[config.mk]
export PLATFORM = sky130hd
export DESIGN_NAME = au_op_sequencer
export DESIGN_NICKNAME = d
export VERILOG_FILES = /design/src/rtl/au_seq_pkg.sv /design/src/rtl/au_seq_alu.sv /design/src/rtl/au_op_sequencer.sv
export SDC_FILE = /design/constraint.sdc
export NUM_CORES = 1
export LEC_CHECK = 0
export ABC_AREA = 1
export CORE_ASPECT_RATIO = 1.5
export CORE_UTILIZATION = 50
export CTS_CLUSTER_DIAMETER = 150
export DETAILED_ROUTE_END_ITERATION = 7
export PLACE_DENSITY = 0.78
export SYNTH_ARGS = -nofsm -noshare
export SYNTH_HDL_FRONTEND = slang
export SYNTH_SLANG_ARGS = --single-unit
[constraint.sdc]
create_clock -name clk -period 4.2 [get_ports clk]
set_clock_uncertainty 0.1 [all_clocks]
set_input_delay 0.84 -clock clk [delete_from_list [all_inputs] [get_ports clk]]
set_output_delay 0.84 -clock clk [all_outputs]
set_load 0.02 [all_outputs]
[src/rtl/au_seq_pkg.sv]
// Shared opcode constants, FSM state encoding and default operand width for the AU sequencer.
// Latency: n/a (definitions only).
// Backpressure: n/a (definitions only).
package au_seq_pkg;

  // Default operand width; results are twice this wide.
  localparam int SEQ_WIDTH = 8;

  localparam logic [2:0] OP_ADD = 3'b000;
  localparam logic [2:0] OP_SUB = 3'b001;
  localparam logic [2:0] OP_AND = 3'b010;
  localparam logic [2:0] OP_OR  = 3'b011;
  localparam logic [2:0] OP_XOR = 3'b100;
  localparam logic [2:0] OP_NEG = 3'b101;
  localparam logic [2:0] OP_MUL = 3'b110;
  localparam logic [2:0] OP_RSV = 3'b111;

  typedef enum logic [1:0] {
    IDLE = 2'd0,
    EXEC = 2'd1,
    MUL  = 2'd2,
    DONE = 2'd3
  } seq_state_t;

endpackage

[src/rtl/au_seq_alu.sv]
// Combinational ALU on 2*WIDTH-bit operands: ADD/SUB/AND/OR/XOR/NEG plus WIDTH-bit signed overflow.
// Latency: 0 cycles (purely combinational).
// Backpressure: none; the sequencer decides when the outputs are sampled.
import au_seq_pkg::*;

module au_seq_alu #(
  parameter int WIDTH = SEQ_WIDTH
) (
  input  logic [2:0]         op,
  input  logic [2*WIDTH-1:0] a,
  input  logic [2*WIDTH-1:0] b,
  output logic [2*WIDTH-1:0] y,
  output logic               ovf
);

  // Operands arrive sign-extended from WIDTH bits, so the exact ADD/SUB/NEG
  // result is available here; overflow means it does not fit back into WIDTH
  // signed bits (upper bits plus the narrow sign bit are not all equal).
  logic [WIDTH:0] top_bits;

  // Operation select and overflow detection.
  always_comb begin
    y   = '0;
    ovf = 1'b0;
    case (op)
      OP_ADD:  y = a + b;
      OP_SUB:  y = a - b;
      OP_AND:  y = a & b;
      OP_OR:   y = a | b;
      OP_XOR:  y = a ^ b;
      OP_NEG:  y = '0 - a;
      default: y = '0;
    endcase
    top_bits = y[2*WIDTH-1:WIDTH-1];
    if (op == OP_ADD || op == OP_SUB || op == OP_NEG) begin
      ovf = !((&top_bits) || (~|top_bits));
    end
  end

endmodule

[src/rtl/au_op_sequencer.sv]
// Arithmetic sequencer: single-command ALU ops and a WIDTH-step shift-add signed multiplier.
// Latency: out_valid 2 edges after acceptance for ALU ops/reserved, WIDTH+1 edges for MUL.
// Backpressure: result held in DONE until out_ready; no new command accepted until back in IDLE.
import au_seq_pkg::*;

module au_op_sequencer #(
  parameter int WIDTH = SEQ_WIDTH
) (
  input  logic               clk,
  input  logic               rst_n,
  input  logic               in_valid,
  output logic               in_ready,
  input  logic [2:0]         op,
  input  logic [WIDTH-1:0]   a,
  input  logic [WIDTH-1:0]   b,
  output logic               out_valid,
  input  logic               out_ready,
  output logic [2*WIDTH-1:0] result,
  output logic               ovf,
  output logic               zero,
  output logic               neg,
  output logic               err,
  output logic               busy
);

  localparam int              CNT_W    = $clog2(WIDTH + 1);
  localparam logic [CNT_W-1:0] CNT_DONE = CNT_W'(WIDTH);

  seq_state_t         state;
  logic [2:0]         op_q;
  logic [WIDTH-1:0]   a_q;
  logic [WIDTH-1:0]   b_q;
  logic               sgn_q;
  logic [2*WIDTH-1:0] acc;
  logic [2*WIDTH-1:0] mcand;
  logic [WIDTH-1:0]   mplier;
  logic [CNT_W-1:0]   cnt;
  logic               ovf_s;
  logic               err_s;

  logic [WIDTH-1:0]   a_mag;
  logic [WIDTH-1:0]   b_mag;
  logic [2:0]         alu_op;
  logic [2*WIDTH-1:0] alu_a;
  logic [2*WIDTH-1:0] alu_b;
  logic [2*WIDTH-1:0] alu_y;
  logic               alu_ovf;
  logic [2*WIDTH-1:0] exec_val;
  logic [2*WIDTH-1:0] commit_res;
  logic               commit_ovf;
  logic               commit_err;

  // Operand magnitudes for the multiplier; |-2^(WIDTH-1)| still fits as unsigned WIDTH bits.
  always_comb begin
    a_mag = a[WIDTH-1] ? (~a + WIDTH'(1)) : a;
    b_mag = b[WIDTH-1] ? (~b + WIDTH'(1)) : b;
  end

  // ALU input steering: captured operands in EXEC, accumulator add while
  // iterating MUL, and accumulator negation on the final MUL cycle.
  always_comb begin
    alu_op = OP_ADD;
    alu_a  = acc;
    alu_b  = mcand;
    if (state == EXEC) begin
      alu_op = op_q;
      alu_a  = {{WIDTH{a_q[WIDTH-1]}}, a_q};
      alu_b  = {{WIDTH{b_q[WIDTH-1]}}, b_q};
    end else if (state == MUL && cnt == CNT_DONE) begin
      alu_op = OP_NEG;
      alu_a  = acc;
      alu_b  = '0;
    end
  end

  au_seq_alu #(.WIDTH(WIDTH)) u_alu (
    .op  (alu_op),
    .a   (alu_a),
    .b   (alu_b),
    .y   (alu_y),
    .ovf (alu_ovf)
  );

  // EXEC staging value: narrow ops wrap to WIDTH bits then sign-extend,
  // NEG keeps the exact value (so -(-128) reads back as +128), reserved gives 0.
  always_comb begin
    exec_val = '0;
    case (op_q)
      OP_ADD, OP_SUB, OP_AND, OP_OR, OP_XOR:
        exec_val = {{WIDTH{alu_y[WIDTH-1]}}, alu_y[WIDTH-1:0]};
      OP_NEG:
        exec_val = alu_y;
      default:
        exec_val = '0;
    endcase
  end

  // Value and flags loaded into the output registers on entry to DONE.
  always_comb begin
    commit_res = acc;
    commit_ovf = 1'b0;
    commit_err = 1'b0;
    if (state == MUL) begin
      commit_res = sgn_q ? alu_y : acc;
    end else begin
      commit_ovf = ovf_s;
      commit_err = err_s;
    end
  end

  // Sequencer FSM with registered handshake, status and result outputs.
  always_ff @(posedge clk) begin
    if (!rst_n) begin
      state     <= IDLE;
      in_ready  <= 1'b1;
      busy      <= 1'b0;
      out_valid <= 1'b0;
      result    <= '0;
      ovf       <= 1'b0;
      zero      <= 1'b0;
      neg       <= 1'b0;
      err       <= 1'b0;
      op_q      <= OP_ADD;
      a_q       <= '0;
      b_q       <= '0;
      sgn_q     <= 1'b0;
      acc       <= '0;
      mcand     <= '0;
      mplier    <= '0;
      cnt       <= '0;
      ovf_s     <= 1'b0;
      err_s     <= 1'b0;
    end else begin
      case (state)
        IDLE: begin
          if (in_valid && in_ready) begin
            op_q     <= op;
            a_q      <= a;
            b_q      <= b;
            sgn_q    <= a[WIDTH-1] ^ b[WIDTH-1];
            mcand    <= {{WIDTH{1'b0}}, a_mag};
            mplier   <= b_mag;
            acc      <= '0;
            cnt      <= '0;
            in_ready <= 1'b0;
            busy     <= 1'b1;
            state    <= (op == OP_MUL) ? MUL : EXEC;
          end
        end
        EXEC: begin
          // First cycle stages the ALU result; second cycle commits it,
          // mirroring the MUL path which also commits from the accumulator.
          if (cnt == '0) begin
            acc   <= exec_val;
            ovf_s <= alu_ovf;
            err_s <= (op_q == OP_RSV);
            cnt   <= CNT_W'(1);
          end else begin
            result    <= commit_res;
            ovf       <= commit_ovf;
            err       <= commit_err;
            zero      <= (commit_res == '0);
            neg       <= commit_res[2*WIDTH-1];
            out_valid <= 1'b1;
            state     <= DONE;
          end
        end
        MUL: begin
          if (cnt != CNT_DONE) begin
            if (mplier[0]) begin
              acc <= alu_y;
            end
            mcand  <= mcand << 1;
            mplier <= mplier >> 1;
            cnt    <= cnt + CNT_W'(1);
          end else begin
            result    <= commit_res;
            ovf       <= commit_ovf;
            err       <= commit_err;
            zero      <= (commit_res == '0);
            neg       <= commit_res[2*WIDTH-1];
            out_valid <= 1'b1;
            state     <= DONE;
          end
        end
        DONE: begin
          if (out_valid && out_ready) begin
            out_valid <= 1'b0;
            in_ready  <= 1'b1;
            busy      <= 1'b0;
            state     <= IDLE;
          end
        end
        default: begin
          state <= IDLE;
        end
      endcase
    end
  end

endmodule

After elaboration in Yosys (flattened, before gate mapping)
Cells that the tools add are included.
{"block": "classes", "addsub": 6, "n_eq_ne": 24, "n_mux": 59, "bitwise_logic": 6, "n_reduce_logical": 30}
{"operator": "16-bit 2-to-1 mux", "n": 13}
{"operator": "16-bit one-hot mux with 2 select lines", "n": 3}
{"operator": "16-bit one-hot mux with 6 select lines", "n": 1}
{"operator": "16-bit one-hot mux with 3 select lines", "n": 1}
{"operator": "8-bit 2-to-1 mux", "n": 4}
{"operator": "3-bit == test (second input constant)", "n": 6}
{"operator": "1-bit 2-to-1 mux", "n": 17}
{"operator": "16-bit adder", "n": 1}
{"operator": "8-bit by 1-bit adder with 8-bit output (second input constant)", "n": 2}
{"operator": "16-bit bitwise AND", "n": 1}
{"operator": "16-bit logical NOT", "n": 1}
{"operator": "8-bit inverter", "n": 2}
{"operator": "16-bit bitwise OR", "n": 1}
{"operator": "8-bit one-hot mux with 2 select lines", "n": 1}
{"operator": "1-bit by 16-bit subtractor with 16-bit output (first input constant)", "n": 1}
{"operator": "16-bit subtractor", "n": 1}
{"operator": "16-bit XOR", "n": 1}
{"operator": "3-bit by 2-bit == test with 1-bit output (second input constant)", "n": 4}
{"operator": "4-bit 2-to-1 mux", "n": 3}
{"operator": "1-bit one-hot mux with 2 select lines", "n": 6}
{"operator": "4-bit one-hot mux with 3 select lines", "n": 1}
{"operator": "4-bit AND reduction", "n": 3}
{"operator": "2-bit 2-to-1 mux", "n": 5}
{"operator": "2-bit != test (second input constant)", "n": 5}
{"operator": "25 further kinds", "n": 41}
{"block": "word_totals", "ff_bits": 91, "inputBits": 23, "out_inout_bits": 23, "wordCells": 144}

Depth between registers and ports, before layout
{"block": "depth", "ltp_word": 11, "ltp_mapped": 32, "ltp_nobuf": 31}

Hierarchy
From an unflattened synthesis, not the netlist that was laid out.
{"block": "hier_totals", "cells_unflattened": 1283, "area_unflattened_um2": 7659.8}
{"module": "au_op_sequencer", "instances": 1, "cells_per_inst": 753, "area_per_inst_um2": 4822.1, "seq_area_each_um2": 1801.7}
{"module": "au_seq_alu", "instances": 1, "cells_per_inst": 530, "area_per_inst_um2": 2837.7, "seq_area_each_um2": 0.0}

Worst setup path after synthesis
Ideal clock, no wire load.
{"block": "synth_timing", "kind": "register -> register", "from": "reg state[1]", "to": "reg zero", "setup_ns": 0.128, "t_arrival_ns": 3.405, "required_ns": 3.972, "slack_ns": 0.568, "path_stages_with_launch": 30, "n_path_buf": 1, "synth_period_minus_slack_ns": 3.632, "cell_sequence": "dfxtp_1 -> inv_1 -> ha_1 -> inv_2 -> nand3_2 -> nand3_1 -> inv_2 -> nand2_1 -> clkbuf_1 -> inv_1 -> nor2_1 -> xor2_1 -> inv_1 -> ha_1 -> nand2_1 -> nand2_1 -> a21oi_1 -> inv_1 -> nand2_1 -> nand3_1 -> a21oi_1 -> inv_1 -> nand2_1 -> nand3_1 -> nand2_1 -> nand2_1 -> nand3_1 -> nor2_1 -> nor2_1 -> nor2_1"}
{"block": "synth_via", "elab_chain_cells": 11, "elab_cells_between_ends": 31, "cone_classes": "add/sub: 3; eq/ne: 9; mux: 11; bitwise: 3; reduce/logical: 5"}
{"item": "from (decl)", "line_no": "au_op_sequencer.sv:29", "text": "seq_state_t state;"}
{"item": "from (signal assigned)", "line_no": "au_op_sequencer.sv:147", "text": "state <= (op == OP_MUL) ? MUL : EXEC;"}
{"item": "2-bit == test", "line_no": "au_op_sequencer.sv:69, au_op_sequencer.sv:103, au_op_sequencer.sv:134"}
{"item": "1-bit logical AND", "line_no": "au_op_sequencer.sv:69", "text": "end else if (state == MUL && cnt == CNT_DONE) begin"}
{"item": "16-bit 2-to-1 mux / 3-bit 2-to-1 mux (equally long branches)", "line_no": "au_op_sequencer.sv:69"}
{"item": "16-bit 2-to-1 mux / 3-bit 2-to-1 mux (equally long branches)", "line_no": "au_op_sequencer.sv:65", "text": "if (state == EXEC) begin"}
{"item": "16-bit subtractor (tied with other cells)", "line_no": "au_seq_alu.sv:27", "text": "OP_SUB: y = a - b;"}
{"item": "16-bit one-hot mux with 6 select lines", "line_no": "au_seq_alu.sv:25", "text": "case (op)"}
{"item": "16-bit 2-to-1 mux", "line_no": "au_op_sequencer.sv:104", "text": "commit_res = sgn_q ? alu_y : acc;"}
{"item": "16-bit 2-to-1 mux", "line_no": "au_op_sequencer.sv:103", "text": "if (state == MUL) begin"}
{"item": "16-bit logical NOT", "line_no": "au_op_sequencer.sv:162, au_op_sequencer.sv:180"}
{"item": "1-bit 2-to-1 mux, on equally long branches", "line_no": "au_op_sequencer.sv:169, au_op_sequencer.sv:153"}
{"item": "1-bit one-hot mux with 2 select lines", "line_no": "au_op_sequencer.sv:134", "text": "case (state)"}
{"item": "to (signal assigned)", "line_no": "au_op_sequencer.sv:162", "text": "zero <= (commit_res == '0);"}
{"item": "to (signal assigned)", "line_no": "au_op_sequencer.sv:180", "text": "zero <= (commit_res == '0);"}
{"item": "to (decl)", "line_no": "au_op_sequencer.sv:20", "text": "output logic zero,"}
Several ways; a longest one is shown, not always the timed one. The select of a mux whose other input is x is not followed.
A chain may end at the register's enable or synchronous reset.

Final worst setup path
{"block": "layout_timing", "from": "reg cnt[0]", "to": "reg zero"}
{"block": "layout_via", "elab_chain_cells": 11, "elab_cells_between_ends": 29, "cone_classes": "add/sub: 2; eq/ne: 9; mux: 10; bitwise: 3; reduce/logical: 5"}
{"item": "from (decl)", "line_no": "au_op_sequencer.sv:37", "text": "logic [CNT_W-1:0] cnt;"}
{"item": "from (signal assigned)", "line_no": "au_op_sequencer.sv:175", "text": "cnt <= cnt + CNT_W'(1);"}
{"item": "4-bit == test", "line_no": "au_op_sequencer.sv:69"}
{"item": "1-bit logical AND", "line_no": "au_op_sequencer.sv:69"}
{"item": "16-bit 2-to-1 mux / 3-bit 2-to-1 mux (equally long branches)", "line_no": "au_op_sequencer.sv:69"}
{"item": "16-bit 2-to-1 mux / 3-bit 2-to-1 mux (equally long branches)", "line_no": "au_op_sequencer.sv:65"}
{"item": "16-bit subtractor (tied with other cells)", "line_no": "au_seq_alu.sv:27"}
{"item": "16-bit one-hot mux with 6 select lines", "line_no": "au_seq_alu.sv:25"}
{"item": "16-bit 2-to-1 mux", "line_no": "au_op_sequencer.sv:104"}
{"item": "16-bit 2-to-1 mux", "line_no": "au_op_sequencer.sv:103"}
{"item": "16-bit logical NOT", "line_no": "au_op_sequencer.sv:162, au_op_sequencer.sv:180"}
{"item": "1-bit 2-to-1 mux, on equally long branches", "line_no": "au_op_sequencer.sv:169, au_op_sequencer.sv:153"}
{"item": "1-bit one-hot mux with 2 select lines", "line_no": "au_op_sequencer.sv:134"}
Several ways; a longest one is shown, not always the timed one. The select of a mux whose other input is x is not followed.

==> results.cfg <==
[timing]
post-route-period-util_pct = 95.9
max_slew_margin_pct = 45.1
worstMarginPinSlew_ns = 0.819
setup_viol = 0
hold_viol_final = 0
period_needed_ns = 4.03
setup-tns-final_ns = 0
finalMaxSlewViolations = 0
fmaxAchievable_mhz = 248

[clock_network]
cts.path.max_buffers = 2
cts_tree = built
cts_hold_buf = 0
clk_pin_slew_ns = 0.07
clk_latency_ns = 0.34
clock-sinks = 90
h-tree-depth = 3
cts_buffers = 9
cts_root_buf = clkbuf_16

[critical_path]
cp_common_cell = nand2_1
critPathMaxStageDelay_ns = 0.39
reg2reg_depth = 31
r2r-start = cnt[0]$_SDFFE_PN0P_
rrSetupSlack_ns = 0.17
cp.arrival_ns = 4.14
r2r_end = zero$_SDFFE_PN0P_
crit_path_end_kind = flop
required_ns = 4.31
critPathLaunchType = flop
crit_fanout = 5
crit_type = flop to flop
crit_slowest_cell = ha_1

[cells_and_area]
layout.cells.most_common = nand2_1
synthToLayoutAreaGrowth_pct = 19.2
layout.cells.most_common_list = nand2_1, inv_1, a21oi_1, dfxtp_1, nor2_1
fin_util_pct = 61.0
nets = 1340
fin_area_um2 = 8860
drive_gt1_share_pct = 12.9
diodes = 0

[pwr]
irDropWorstVdd_v = 0.000632
clock_power_share_pct = 9.5
internal-power_uw = 3720
p_seq_share_pct = 15.4
p_leak_uw = 0.00436
power_density_nw_per_um2 = 935
swShare_pct = 55.0
power_uw = 8280
switchingPower_uw = 4550
power_frac_comb_pct = 75.1

[outcome]
status = completed

[detailed_routing]
wl_um = 22800
via_count = 8103
vias_per_cell = 5.54
dr.first_iter.drc_count = 601
post-route-drc-count = 0
dr.pass1.iters = 5
wl_per_cell_um = 15.6
postRouteAntennaNets = 0

[global_routing]
grt_max_degree = 52
grtUsageTotal_pct = 29.6
grt_pass1_vias = 7399
antenna_found_initial = 0
overflow = 0
grt_pass1_wl_um = 35700

[die]
dieArea_um2 = 15400
rows = 54
fp.dieH_um = 151
initial_core_util_pct = 51.2
coreArea_um2 = 14500
die_w_um = 102
io_pins = 46

[synthesis]
synth-seq-cells = 90
synth_flop_cell = dfxtp_1
yosysSeqAreaShare_pct = 24.2
avgSynthCellArea_um2 = 6.18
yosysWarnings = 0
synth-edff-count = 0
syn_area_um2 = 7430
synthCells = 1203
post_synth_num_cell_types = 49
synth_nets = 1281
yosys.area.top_type = dfxtp_1
synth_top_cell_area_share_pct = 24.2
synth_area_leaders = dfxtp_1, nand2_1, ha_1
synthArstFlopShare_pct = 0

[min_path]
hold-path-cell-count = 2
holdPathEnd = a_q[5]$_SDFFE_PN0P_
min_from = a_q[5]$_SDFFE_PN0P_
hold_path_class = flop to flop

[place]
placed_area_um2 = 8170
dpl.hpwl_um = 17000
port_buffers = 45
gp_congestion = 0.968

[run]
maxCapViolCount = 0
cells by family (layout without fill, tap and decap cells):
group	after synthesis	in the layout	synth area share, %
AO/OA/AOI/OAI	210	210	16.1
adder cells (fa/ha/maj)	55	55	9.36
AND/OR/NAND/NOR	616	617	36.1
XOR/XNOR	21	21	2.47
multiplexers	3	3	0.404
flip-flops	90	90	24.2
buffers and inverters	208	271	11.3
Yosys cell counts, types with 6 or more instances:
master and count:
nor3_1 13, dfxtp_1 90, nand3_2 10, inv_1 154, inv_2 8, nand3_1 83
a21oi_1 100, a31oi_1 7, o21ai_0 54, a211oi_1 9, clkbuf_1 26, ha_1 54
nand4_1 19, xor2_1 18, o211ai_1 10, buf_2 6, nand2_1 364, nor2_1 93
o21ai_1 6, nor2_2 9, nand2_2 7
power groups by stage:
stage	Combinational, uW	Sequential, uW	Clock [uW]
after global placement	5410	1270	0
after global routing	6880	1300	826
after CTS	5520	1260	790
after floorplan	4000	1290	0
after detailed placement	5480	1280	0
final	6220	1270	784
cell type report:
class,instances,area (um2)
fill,1340,5670
inverter,164,616
timing repair buffer,91,826
multi-input combinational,906,5070
clock buffer,11,253
clock inverter,5,38.8
tap,196,245
sequential,90,1810
registers in the layout, indices dropped and copies added (netlist names):
register   cells
mcand         16
a_q            8
err            1
op_q           3
mplier         8
in_ready       1
out_valid      1
acc           16
sgn_q          1
neg            1
b_q            8
ovf            1
err_s          1
result        15
busy           1
ovf_s          1
cnt            4
zero           1
state          2
layer usage:
layer  global-route usage (%)  share of wire (%)
met1                     33.6                 39
met2                     54.3                 52
met3                     3.23                4.3
met4                     13.9                4.1
met5                        0                  0
through the flow:
step / worst slack [ns] / hold slack, ns / instances
detailed placement: -0.108 / 0.343 / 1434
finish: 0.173 / 0.354 / 1463
global route: -0.103 / 0.383 / 1463
floorplan: 0.568 / 0.329 / 1203
global placement: -0.0465 / 0.341 / 1434
CTS: 0.0166 / 0.353 / 1451
critical path: cells and delay by family, from the launching register on:
family / cells / cell delay, ns
adder cells (fa/ha/maj): 2 / 0.56
flip-flops: 1 / 0.33
AND/OR/NAND/NOR: 23 / 2.09
buffers and inverters: 4 / 0.48
XOR/XNOR: 1 / 0.15
AO/OA/AOI/OAI: 1 / 0.17
worst max path at each step:
stage,startpoint,end,slack [ns]
detailed placement,state[0]$_SDFFE_PN0P_,zero$_SDFFE_PN0P_,-0.11
finish,cnt[0]$_SDFFE_PN0P_,zero$_SDFFE_PN0P_,0.17
global placement,cnt[0]$_SDFFE_PN0P_,zero$_SDFFE_PN0P_,-0.05
global route,cnt[0]$_SDFFE_PN0P_,zero$_SDFFE_PN0P_,-0.10
floorplan,state[1]$_SDFFE_PN0P_,zero$_SDFFE_PN0P_,0.57
CTS,state[1]$_SDFFE_PN0P_,zero$_SDFFE_PN0P_,0.02
repair_timing:
item                                    4_1_cts  5_1_grt
resized for setup                             2       65
cloned                                        0        2
pin swaps                                     2       27
buffers inserted                              1       10
endpoints found under the setup margin        4       13
(Power assumes the default switching activity.)
